==> src/rtl/vga_frame_reader.sv <==
// vga_frame_reader
//   Generates 640x480@60 VGA raster timing from the 25 MHz pixel clock and reads a
//   320x240 RGB565 frame buffer with 2x2 pixel replication. The raster flags travel
//   down a delay line that matches the frame buffer read latency, so that pixel data,
//   address, active flag, syncs and frame_start all leave the block aligned.
// Ports:
//   clk, rst_n      pixel clock, asynchronous active-low reset
//   enable          run timing; low holds the raster at (0,0) with outputs idle
//   fb_rd_addr      frame buffer read address {y[7:0], x[8:0]} for the current raster
//   fb_rd_data      frame buffer read data, valid RAM_LATENCY clocks after the address
//   pixel_data      RGB565 pixel aligned with pixel_addr, zero outside the active area
//   pixel_addr      {y[7:0], x[8:0]} of the pixel on pixel_data
//   active_area     visible pixel flag
//   hsync, vsync    active-low syncs
//   frame_start     one-cycle pulse on output raster (0,0)
module vga_frame_reader #(
  parameter int unsigned H_ACTIVE    = 640,
  parameter int unsigned H_FP        = 16,
  parameter int unsigned H_SYNC      = 96,
  parameter int unsigned H_BP        = 48,
  parameter int unsigned V_ACTIVE    = 480,
  parameter int unsigned V_FP        = 10,
  parameter int unsigned V_SYNC      = 2,
  parameter int unsigned V_BP        = 33,
  parameter int unsigned RAM_LATENCY = 2
) (
  input  logic        clk,
  input  logic        rst_n,
  input  logic        enable,
  output logic [16:0] fb_rd_addr,
  input  logic [15:0] fb_rd_data,
  output logic [15:0] pixel_data,
  output logic [16:0] pixel_addr,
  output logic        active_area,
  output logic        hsync,
  output logic        vsync,
  output logic        frame_start
);

  localparam int unsigned H_TOTAL  = H_ACTIVE + H_FP + H_SYNC + H_BP;
  localparam int unsigned V_TOTAL  = V_ACTIVE + V_FP + V_SYNC + V_BP;
  // Counter width is fixed by the {v[8:1], h[9:1]} address packing.
  localparam int unsigned CW       = 10;
  localparam int unsigned AW       = 17;
  localparam int unsigned HS_FIRST = H_ACTIVE + H_FP;
  localparam int unsigned HS_LAST  = HS_FIRST + H_SYNC - 1;
  localparam int unsigned VS_FIRST = V_ACTIVE + V_FP;
  localparam int unsigned VS_LAST  = VS_FIRST + V_SYNC - 1;

  typedef struct packed {
    logic          act;
    logic          hs_n;
    logic          vs_n;
    logic          fs;
    logic [AW-1:0] addr;
  } raster_t;

  localparam raster_t RASTER_IDLE = '{act: 1'b0, hs_n: 1'b1, vs_n: 1'b1, fs: 1'b0,
                                      addr: AW'(0)};

  logic [CW-1:0] h_cnt, v_cnt;
  logic [CW-1:0] h_nxt, v_nxt;
  raster_t       ras_cur;
  raster_t       pipe [RAM_LATENCY];

  // Visible pixel test for a counter state.
  function automatic logic is_active(input logic [CW-1:0] h, input logic [CW-1:0] v);
    return (h < CW'(H_ACTIVE)) && (v < CW'(V_ACTIVE));
  endfunction

  // Replicated source address: halving h and v reads each pixel for a 2x2 block.
  function automatic logic [AW-1:0] addr_of(input logic [CW-1:0] h, input logic [CW-1:0] v);
    return is_active(h, v) ? {v[8:1], h[9:1]} : AW'(0);
  endfunction

  // Full raster stage for a counter state.
  function automatic raster_t raster_of(input logic [CW-1:0] h, input logic [CW-1:0] v);
    raster_t r;
    r.act  = is_active(h, v);
    r.hs_n = !((h >= CW'(HS_FIRST)) && (h <= CW'(HS_LAST)));
    r.vs_n = !((v >= CW'(VS_FIRST)) && (v <= CW'(VS_LAST)));
    r.fs   = (h == CW'(0)) && (v == CW'(0));
    r.addr = addr_of(h, v);
    return r;
  endfunction

  // Next counter state; disabled timing parks the raster at the origin.
  always_comb begin
    h_nxt   = '0;
    v_nxt   = '0;
    ras_cur = RASTER_IDLE;
    if (enable) begin
      ras_cur = raster_of(h_cnt, v_cnt);
      if (h_cnt == CW'(H_TOTAL - 1)) begin
        h_nxt = '0;
        v_nxt = (v_cnt == CW'(V_TOTAL - 1)) ? CW'(0) : v_cnt + CW'(1);
      end else begin
        h_nxt = h_cnt + CW'(1);
        v_nxt = v_cnt;
      end
    end
  end

  // Counters, read address (from next state so it tracks the counters with no
  // combinational path) and the latency-matching delay line.
  always_ff @(posedge clk or negedge rst_n) begin
    if (!rst_n) begin
      h_cnt      <= '0;
      v_cnt      <= '0;
      fb_rd_addr <= '0;
      for (int i = 0; i < RAM_LATENCY; i++) pipe[i] <= RASTER_IDLE;
    end else begin
      h_cnt      <= h_nxt;
      v_cnt      <= v_nxt;
      fb_rd_addr <= addr_of(h_nxt, v_nxt);
      if (!enable) begin
        for (int i = 0; i < RAM_LATENCY; i++) pipe[i] <= RASTER_IDLE;
      end else begin
        pipe[0] <= ras_cur;
        for (int i = 1; i < RAM_LATENCY; i++) pipe[i] <= pipe[i-1];
      end
    end
  end

  assign pixel_addr  = pipe[RAM_LATENCY-1].addr;
  assign active_area = pipe[RAM_LATENCY-1].act;
  assign hsync       = pipe[RAM_LATENCY-1].hs_n;
  assign vsync       = pipe[RAM_LATENCY-1].vs_n;
  assign frame_start = pipe[RAM_LATENCY-1].fs;
  // Read data arrives in the same cycle as its delayed address; mask it outside video.
  assign pixel_data  = pipe[RAM_LATENCY-1].act ? fb_rd_data : 16'h0000;

endmodule

==> config.mk <==
export PLATFORM = sky130hd
export DESIGN_NAME = vga_frame_reader
export DESIGN_NICKNAME = d
export VERILOG_FILES = /design/src/rtl/vga_frame_reader.sv
export SDC_FILE = /design/constraint.sdc
export NUM_CORES = 1
export LEC_CHECK = 0
export CORE_UTILIZATION = 40
export DETAILED_ROUTE_END_ITERATION = 10
export DONT_BUFFER_PORTS = 1
export SLEW_MARGIN = 20
export SYNTH_ARGS = -nofsm -noshare
export SYNTH_HDL_FRONTEND = slang
export SYNTH_SLANG_ARGS = --single-unit
==> constraint.sdc <==
create_clock -name clk -period 2.9 [get_ports clk]
set_input_delay 0.58 -clock clk [delete_from_list [all_inputs] [get_ports clk]]
set_output_delay 0.58 -clock clk [all_outputs]
set_load 0.01 [all_outputs]
# Yosys cells after proc, flatten, opt, wreduce, memory -nomap -nowiden

Cells that the tools add are included.

Add/sub/neg operators: 2
Multiply operators: 0
Divide/modulo/power cells: 0
Order comparisons: 8
Eq/ne operators: 2
Shifts and indexed selects: 0
Muxes and demuxes: 9
Bitwise logic cells: 0
Reduce and logical (&&, ||, !) cells: 9

Operator list:

| kind                                                                                 | count |
|---|---|
| 10-bit 2-to-1 mux                                                                    | 5 |
| 42-bit 2-to-1 mux                                                                    | 1 |
| 17-bit 2-to-1 mux                                                                    | 2 |
| 10-bit by 1-bit adder with 10-bit output, second input constant                      | 2 |
| 10-bit == test, second input constant                                                | 2 |
| 10-bit zero test                                                                     | 2 |
| 10-bit < comparator, second input constant                                           | 2 |
| 10-bit by 9-bit < comparator with 1-bit output, second input constant                | 2 |
| 16-bit 2-to-1 mux                                                                    | 1 |
| 10-bit greater-or-equal comparator, second input constant                            | 1 |
| 10-bit by 9-bit greater-or-equal comparator with 1-bit output, second input constant | 1 |
| 10-bit <= comparator, second input constant                                          | 1 |
| 10-bit by 9-bit <= comparator with 1-bit output, second input constant               | 1 |
| 1-bit logical AND                                                                    | 5 |
| 1-bit zero test                                                                      | 2 |

Register bits after elaboration: 79
Bits in latches: 0
RAM bits: 0
Bits in read-only memories: 0
Input port bits: 19
Output and inout bits: 54
Logic and storage cells: 43
Memories kept: 0

# Logic depth before layout (Yosys ltp)

Gate-level depths: netlist of run 1.

Depth after elaboration: 7
Depth in mapped cells: 9
Depth with buffers taken out: 7

# Worst setup path after synthesis of run 1

OpenSTA, ideal clock, no wires.

Path type: reg2reg
From: register h_cnt[6]
To: register fb_rd_addr[10]
Library setup time: 0.133 ns
Arrival: 2.191 ns
Required time: 2.767 ns
Path slack: 0.576 ns
Cell stages (with the launch flop): 8
Path buffers: 2
Clock period less this slack: 2.324 ns
Path through: dfrtp_1 > buf_6 > or4b_4 > nor4_2 > mux2_2 > a21oi_2 > buf_6 > nor4_1

Word-level cells in the longest chain between the ends: 6
Elaborated cells on any way between the ends: 10
Those cells by class: add/sub (1); order compare (2); eq/ne (1); mux (5); reduce/logical (1)

RTL lines:

| item                                                                                  | RTL line | source |
|---|---|---|
| start, declared                                                                       | 61       | `logic [CW-1:0] h_cnt, v_cnt;` |
| start signal, assigned                                                                | 113      | `h_cnt <= h_nxt;` |
| 10-bit by 1-bit adder with 10-bit output or 10-bit == test (tied branches)            | 98, 94   |  |
| 10-bit 2-to-1 mux                                                                     | 94       | `if (h_cnt == CW'(H_TOTAL - 1)) begin` |
| 10-bit 2-to-1 mux                                                                     | 92       | `if (enable) begin` |
| 10-bit < comparator or 10-bit by 9-bit < comparator with 1-bit output (tied branches) | 68       | `return (h < CW'(H_ACTIVE)) && (v < CW'(V_ACTIVE));` |
| 1-bit logical AND                                                                     | 68       |  |
| 17-bit 2-to-1 mux (*)                                                                 | 73       | `return is_active(h, v) ? {v[8:1], h[9:1]} : AW'(0);` |
| end signal, assigned                                                                  | 115      | `fb_rd_addr <= addr_of(h_nxt, v_nxt);` |
| end, declared                                                                         | 30       | `output logic [16:0] fb_rd_addr,` |

Mark *: on every way between the ends. The rest lies on a longest branch, timed or not.

# Final worst setup path of run 1

From: register v_cnt[0]
To: register fb_rd_addr[1]

Word-level cells in the longest chain between the ends: 7
Elaborated cells on any way between the ends: 8
Those cells by class: add/sub (1); order compare (1); eq/ne (1); mux (4); reduce/logical (1)

RTL lines:

| item                                                                       | RTL line | source |
|---|---|---|
| start, declared                                                            | 61       |  |
| start signal, assigned                                                     | 114      | `v_cnt <= v_nxt;` |
| 10-bit by 1-bit adder with 10-bit output or 10-bit == test (tied branches) | 96       | `v_nxt = (v_cnt == CW'(V_TOTAL - 1)) ? CW'(0) : v_cnt + CW'(1);` |
| 10-bit 2-to-1 mux                                                          | 96       |  |
| 10-bit 2-to-1 mux (*)                                                      | 94       |  |
| 10-bit 2-to-1 mux (*)                                                      | 92       |  |
| 10-bit by 9-bit < comparator with 1-bit output (*)                         | 68       |  |
| 1-bit logical AND (*)                                                      | 68       |  |
| 17-bit 2-to-1 mux (*)                                                      | 73       |  |

Marked as above.

==> results of run 1 <==
synthesized netlist by cell type (3+ instances only):
master and n:
buf_2 6, nor4_1 13, nand3_1 13, nor4b_2 8
and2_1 51, dfstp_2 4, xnor2_1 6, o21ai_0 3
nor3_1 4, ha_1 5, nand2_1 10, and4_1 3
dfrtp_1 75, buf_6 6, buf_4 21, inv_1 9
nand4_1 6, clkbuf_1 8, nor2_1 19, a21oi_1 4
and3_1 3, xor2_1 4, nor4b_1 5, nand2b_1 4
metrics by stage:
stage,hold WS [ns],power (W)
CTS,0.0401,0.00203
finish,0.0637,0.00200
global route,0.0368,0.00209
global placement,0.286,0.00119
detailed placement,0.285,0.00119
floorplan,0.284,0.00118
routing by layer:
metal,up-vias,share of wire (%),GRT usage (%)
met5,-,0,0
met4,0,2.2,8.82
met1,1065,43,18.6
li1,1027,-,-
met2,104,47,23.5
met3,11,8.4,4.10
cells by family after synthesis:
kind of cell             share of synthesized area [%]
AO/OA/AOI/OAI                                     4.03
XOR/XNOR                                          2.41
flip-flops                                        54.5
buffers and inverters                             8.78
multiplexers                                     0.861
adder cells (fa/ha/maj)                           1.72
AND/OR/NAND/NOR                                   27.7
cell type report:
class | instances | area [µm²]
Clock buffer | 11 | 141
Multi-Input combinational cell | 189 | 1330
Clock inverter | 5 | 56.3
Fill cell | 836 | 4980
Tap cell | 108 | 135
Timing Repair Buffer | 11 | 103
Sequential cell | 79 | 1980
Inverter | 9 | 33.8
flip-flops by register name (all words and copies together) (netlist names):
signal and cells:
h_cnt 10, pixel_addr 17, hsync 1, active_area 1, fb_rd_addr 17, v_cnt 10
vsync 1, pipe 21, frame_start 1
worst max-delay path: stages (launching register included):
cell     delay [ns]
dfrtp_1        0.44
inv_1          0.12
ha_1           0.15
or4b_4         0.47
or4_4          0.53
a21oi_4        0.17
nor3_2         0.05
buf_4          0.20
nor4b_1        0.31
worst max path at each step:
stage | start | end | slack (ns) | cells after the start
5_1_grt | v_cnt[0] | fb_rd_addr[1] | 0.20 | 8
6_report | v_cnt[0] | fb_rd_addr[1] | 0.36 | 8
3_5_place_dp | v_cnt[0] | fb_rd_addr[1] | 0.37 | 8
2_1_floorplan | h_cnt[6] | fb_rd_addr[10] | 0.58 | 7
4_1_cts | v_cnt[0] | fb_rd_addr[1] | 0.35 | 8
3_3_place_gp | v_cnt[1] | fb_rd_addr[1] | 0.47 | 8
power by group through the flow:
stage	clock network (W)	registers (W)	logic, W
global route	0.000885	0.00113	0.0000743
finish	0.000811	0.00112	0.0000646
CTS	0.000838	0.00112	0.0000669
global placement	0	0.00115	0.0000429
detailed placement	0	0.00115	0.0000424
floorplan	0	0.00114	0.0000426
==> impl_metrics.toml, run 1 <==
[status]
run_status = "complete, no violations"

[pwr]
clockPowerShare_pct = 40.6
powerDensity_nw_per_um2 = 529
p_seq_share_pct = 56.2
irDropWorstVdd_v = 0.000205
p_sw_w = 0.000445
p_comb_share_pct = 3.2
cell_internal_pwr_w = 0.00155
p_sw_share_pct = 22.3
leakage_nw = 1.73

[floorplanning]
io-pin-count = 73
core_um2 = 8760
fp-row-count = 34
die_h_um = 97.3
dieArea_um2 = 9470
start_util_pct = 41.5
fp.dieW_um = 97.3

[finish]
instances_no_fill = 412
final_core_util_pct = 43.2
nets = 323
layout_common_cells = "dfrtp_1, and2_1, nor2_1, nand3_1, nor4_1"
syn2layout_area_growth_pct = 4.13
diodes = 0
finalInstanceArea_um2 = 3780
drive_gt1_share_pct = 16.4
layout_commonest_cell = "dfrtp_1"

[logic_synthesis]
mappedNetlistNets = 342
yosysWarnings = 0
ys_seq_area_share_pct = 54.5
synth_cells = 318
synth_flop_cell = "dfrtp_1"
synth_edf_count = 0
synth_area_um2 = 3630
synth_top_area_share_pct = 51.7
ys_types = 47
post-synth-top-area-cell = "dfrtp_1"
synth-seq-cells = 79
async_flop_share_pct = 100
synth_area_leaders = "dfrtp_1, and2_1, buf_4"
synth_area_per_cell_um2 = 11.4

[place]
placed_area_um2 = 3560
port_buffers = 0
dp_slack_ns = 0.365
placed_cells = 395
place_congestion = 0.833
hpwl_um = 4550

[cts]
cts_tree = "yes"
hold_buffers = 1
cts_resized = 0
clk_pin_slew_ns = 0.08
clk_latency_ns = 0.35
root_buffer = "clkbuf_8"
post_cts_buffers = 0
cts_max_path_buffers = 2
clock_sinks = 79
cts_made_buffers = 9
ctsHtreeMaxLevel = 3

[timing]
maxSlewViolCount = 0
rsz0062_at_grt = "no"
tightest_slew_ns = 0.503
setup-tns-final_ns = 0
finalCriticalPeriod_ns = 2.54
setup_viol = 0
skew_ns = 0.00582
finalCritPeriodShare_pct = 87.7
max_freq_mhz = 393
hold_viol_final = 0
finalWorstSetupSlack_ns = 0.358
slew_headroom_pct = 66.2

[detailed_routing]
vias = 2207
drt_first_pass_iters = 4
dr.first_iter.drc_count = 108
routedWlPerCell_um = 16.2
viasPerCell = 5.36
drc = 0
wirelength_um = 6690
postRouteAntennaNets = 0

[global_route]
antenna_found_initial = 0
overflow = 0
grt_pass1_vias = 2087
grt_max_degree = 76
grtUsageTotal_pct = 15.0
grt_pass1_wl_um = 11000

[worst_setup_path]
critPathRequiredTime_ns = 3.15
worstSetupStartpointType = "flop"
reg2regPathDepth = 8
r2r_setup_slack_ns = 0.36
worstPathArrival_ns = 2.79
rr_endpoint = "fb_rd_addr[1]"
r2r-start = "v_cnt[0]"
cp_max_fo = 12
end_kind = "flop"
timing_worst_setup_path_type = "flop to flop"

[worst_hold_path]
hp-class = "primary input to asynchronous set/reset pin"

[job]
maxCapViolations = 0
Note: power is estimated with default switching activity, not from simulation.
==> inputs of run 2 (changes only) <==
--- a/config.mk
+++ b/config.mk
@@ -6,6 +6,7 @@
 export NUM_CORES = 1
 export LEC_CHECK = 0
 export CORE_UTILIZATION = 40
+export CTS_CLUSTER_DIAMETER = 60
 export DETAILED_ROUTE_END_ITERATION = 10
 export DONT_BUFFER_PORTS = 1
 export SLEW_MARGIN = 20
==> results of run 2 <==
No change in the layout: final DEF, timing and power equal those of run 1.
==> inputs of run 3 (changes only) <==
--- a/config.mk
+++ b/config.mk
@@ -5,11 +5,11 @@
 export SDC_FILE = /design/constraint.sdc
 export NUM_CORES = 1
 export LEC_CHECK = 0
-export CORE_UTILIZATION = 40
+export CORE_UTILIZATION = 61
 export CTS_CLUSTER_DIAMETER = 60
 export DETAILED_ROUTE_END_ITERATION = 10
 export DONT_BUFFER_PORTS = 1
-export SLEW_MARGIN = 20
+export PLACE_DENSITY = 0.77
 export SYNTH_ARGS = -nofsm -noshare
 export SYNTH_HDL_FRONTEND = slang
 export SYNTH_SLANG_ARGS = --single-unit
==> impl_metrics.toml, run 3 (synthesis gave the netlist of run 1 again) <==
[timing]
setup_viol = 0
rsz0062_at_grt = "no"
finalHoldWorstSlack_ns = 0.0672
max_freq_mhz = 392
maxSlewViolCount = 0
skew_ns = 0.00886
finalCritPeriodShare_pct = 88.0
setup-tns-final_ns = 0
slew_headroom_pct = 59.1
hold_viol_final = 0
tightest_slew_ns = 0.608
finalCriticalPeriod_ns = 2.55

[worst_setup_path]
r2r-start = "v_cnt[1]"
reg2regPathDepth = 8
critPathRequiredTime_ns = 3.14
cp_max_fo = 12
r2r_setup_slack_ns = 0.35
end_kind = "flop"
worstPathArrival_ns = 2.79
timing_worst_setup_path_type = "flop to flop"
worstSetupStartpointType = "flop"
rr_endpoint = "fb_rd_addr[0]"
cp-startpoint = "v_cnt[1]"

[cts]
clk_pin_slew_ns = 0.08
post_cts_buffers = 0
clk_latency_ns = 0.35
clock_sinks = 79
cts_made_buffers = 9
cts_max_path_buffers = 2
ctsHtreeMaxLevel = 3
root_buffer = "clkbuf_8"
cts_tree = "yes"

[floorplanning]
start_util_pct = 64.8
core_um2 = 5610
fp.dieW_um = 79.2
dieArea_um2 = 6270
io-pin-count = 73
fp-row-count = 27
die_h_um = 79.2

[finish]
syn2layout_area_growth_pct = 3.86
diodes = 0
final_core_util_pct = 67.3
layout_commonest_cell = "dfrtp_1"
layout_common_cells = "dfrtp_1, and2_1, nor2_1, nand3_1, nor4_1"
drive_gt1_share_pct = 17.3
largest_reg_flops = 21
regMostFlops = "pipe"
nets = 325

[status]
run_status = "complete, no violations"

[detailed_routing]
drc = 0
drt_first_pass_iters = 4
viasPerCell = 5.85
routedWlPerCell_um = 17.9
postRouteAntennaNets = 0
vias = 2213
dr.first_iter.drc_count = 113
wirelength_um = 6780

[place]
hpwl_um = 4540
place_congestion = 0.893
port_buffers = 0

[global_route]
grtUsageTotal_pct = 24.8
grt_pass1_wl_um = 11400
grt_max_degree = 76
antenna_found_initial = 0
overflow = 0
grt_pass1_vias = 2262

[pwr]
leakage_nw = 1.74
powerDensity_nw_per_um2 = 544
irDropWorstVdd_v = 0.000316

[worst_hold_path]
hp-class = "primary input to asynchronous set/reset pin"

[job]
maxCapViolations = 0
## run 3: changes by cell type in the layout (fill, tap and decap cells not counted)
cell,delta
clkinv_2,-2
inv_6,-1
clkbuf_8,+2
buf_4,+2
clkinvlp_4,+2
clkbuf_1,-1
## run 3: how the worst max path moves through the flow
stage / slack, ns / cells past startpoint / endpoint
floorplan: 0.58 / 7 / fb_rd_addr[10]
global placement: 0.45 / 8 / fb_rd_addr[1]
detailed placement: 0.38 / 8 / fb_rd_addr[8]
global route: 0.23 / 8 / fb_rd_addr[0]
finish: 0.35 / 8 / fb_rd_addr[0]
CTS: 0.36 / 8 / fb_rd_addr[0]
## run 3: area by class of cell
cell class	count	area, µm²
clock inverters	4	52.6
flip-flops and latches	79	1980
well taps	72	90.1
fillers	444	1830
repair buffers	13	118
clock buffers	12	165
multi-input cells	189	1330
inverters	9	33.8
## run 3: power breakdown
group          leakage, nW   total, W  switching [W]  internal, W
clock network        0.101   0.000863       0.000395     0.000468
registers             1.08    0.00112      0.0000124      0.00111
logic                0.557  0.0000647      0.0000441    0.0000206
total                 1.74    0.00205       0.000451      0.00160
## run 3: repair_timing
item	in CTS	in global routing
endpoints found under the hold margin	75	0
gates resized for setup	0	0
hold buffers	1	0
## run 3: through the flow
step / area [µm²] / total power [W] / cells / setup slack, ns
after global routing: 3770 / 0.00212 / 378 / 0.226
after floorplan: 3630 / 0.00118 / 318 / 0.576
final: 3770 / 0.00205 / 378 / 0.349
after global placement: 3530 / 0.00119 / 361 / 0.453
after CTS: 3770 / 0.00207 / 378 / 0.356
after detailed placement: 3530 / 0.00119 / 361 / 0.378
## run 3: critical path: stages, from the launching register on
cell	delay [ns]
dfrtp_1	0.45
inv_1	0.11
ha_1	0.14
or4b_4	0.47
or4_4	0.53
a21oi_4	0.17
nor3_2	0.05
buf_4	0.21
nor4b_1	0.31
## run 3: metal layers
metal  vias to the layer above  global-route usage, %  wire length (µm)
li1                       1035                      -                 -
met1                      1065                   32.8              2940
met2                       100                   38.6              3220
met3                        13                   5.75               459
met4                         0                   12.0               161
met5                         -                      0                 0
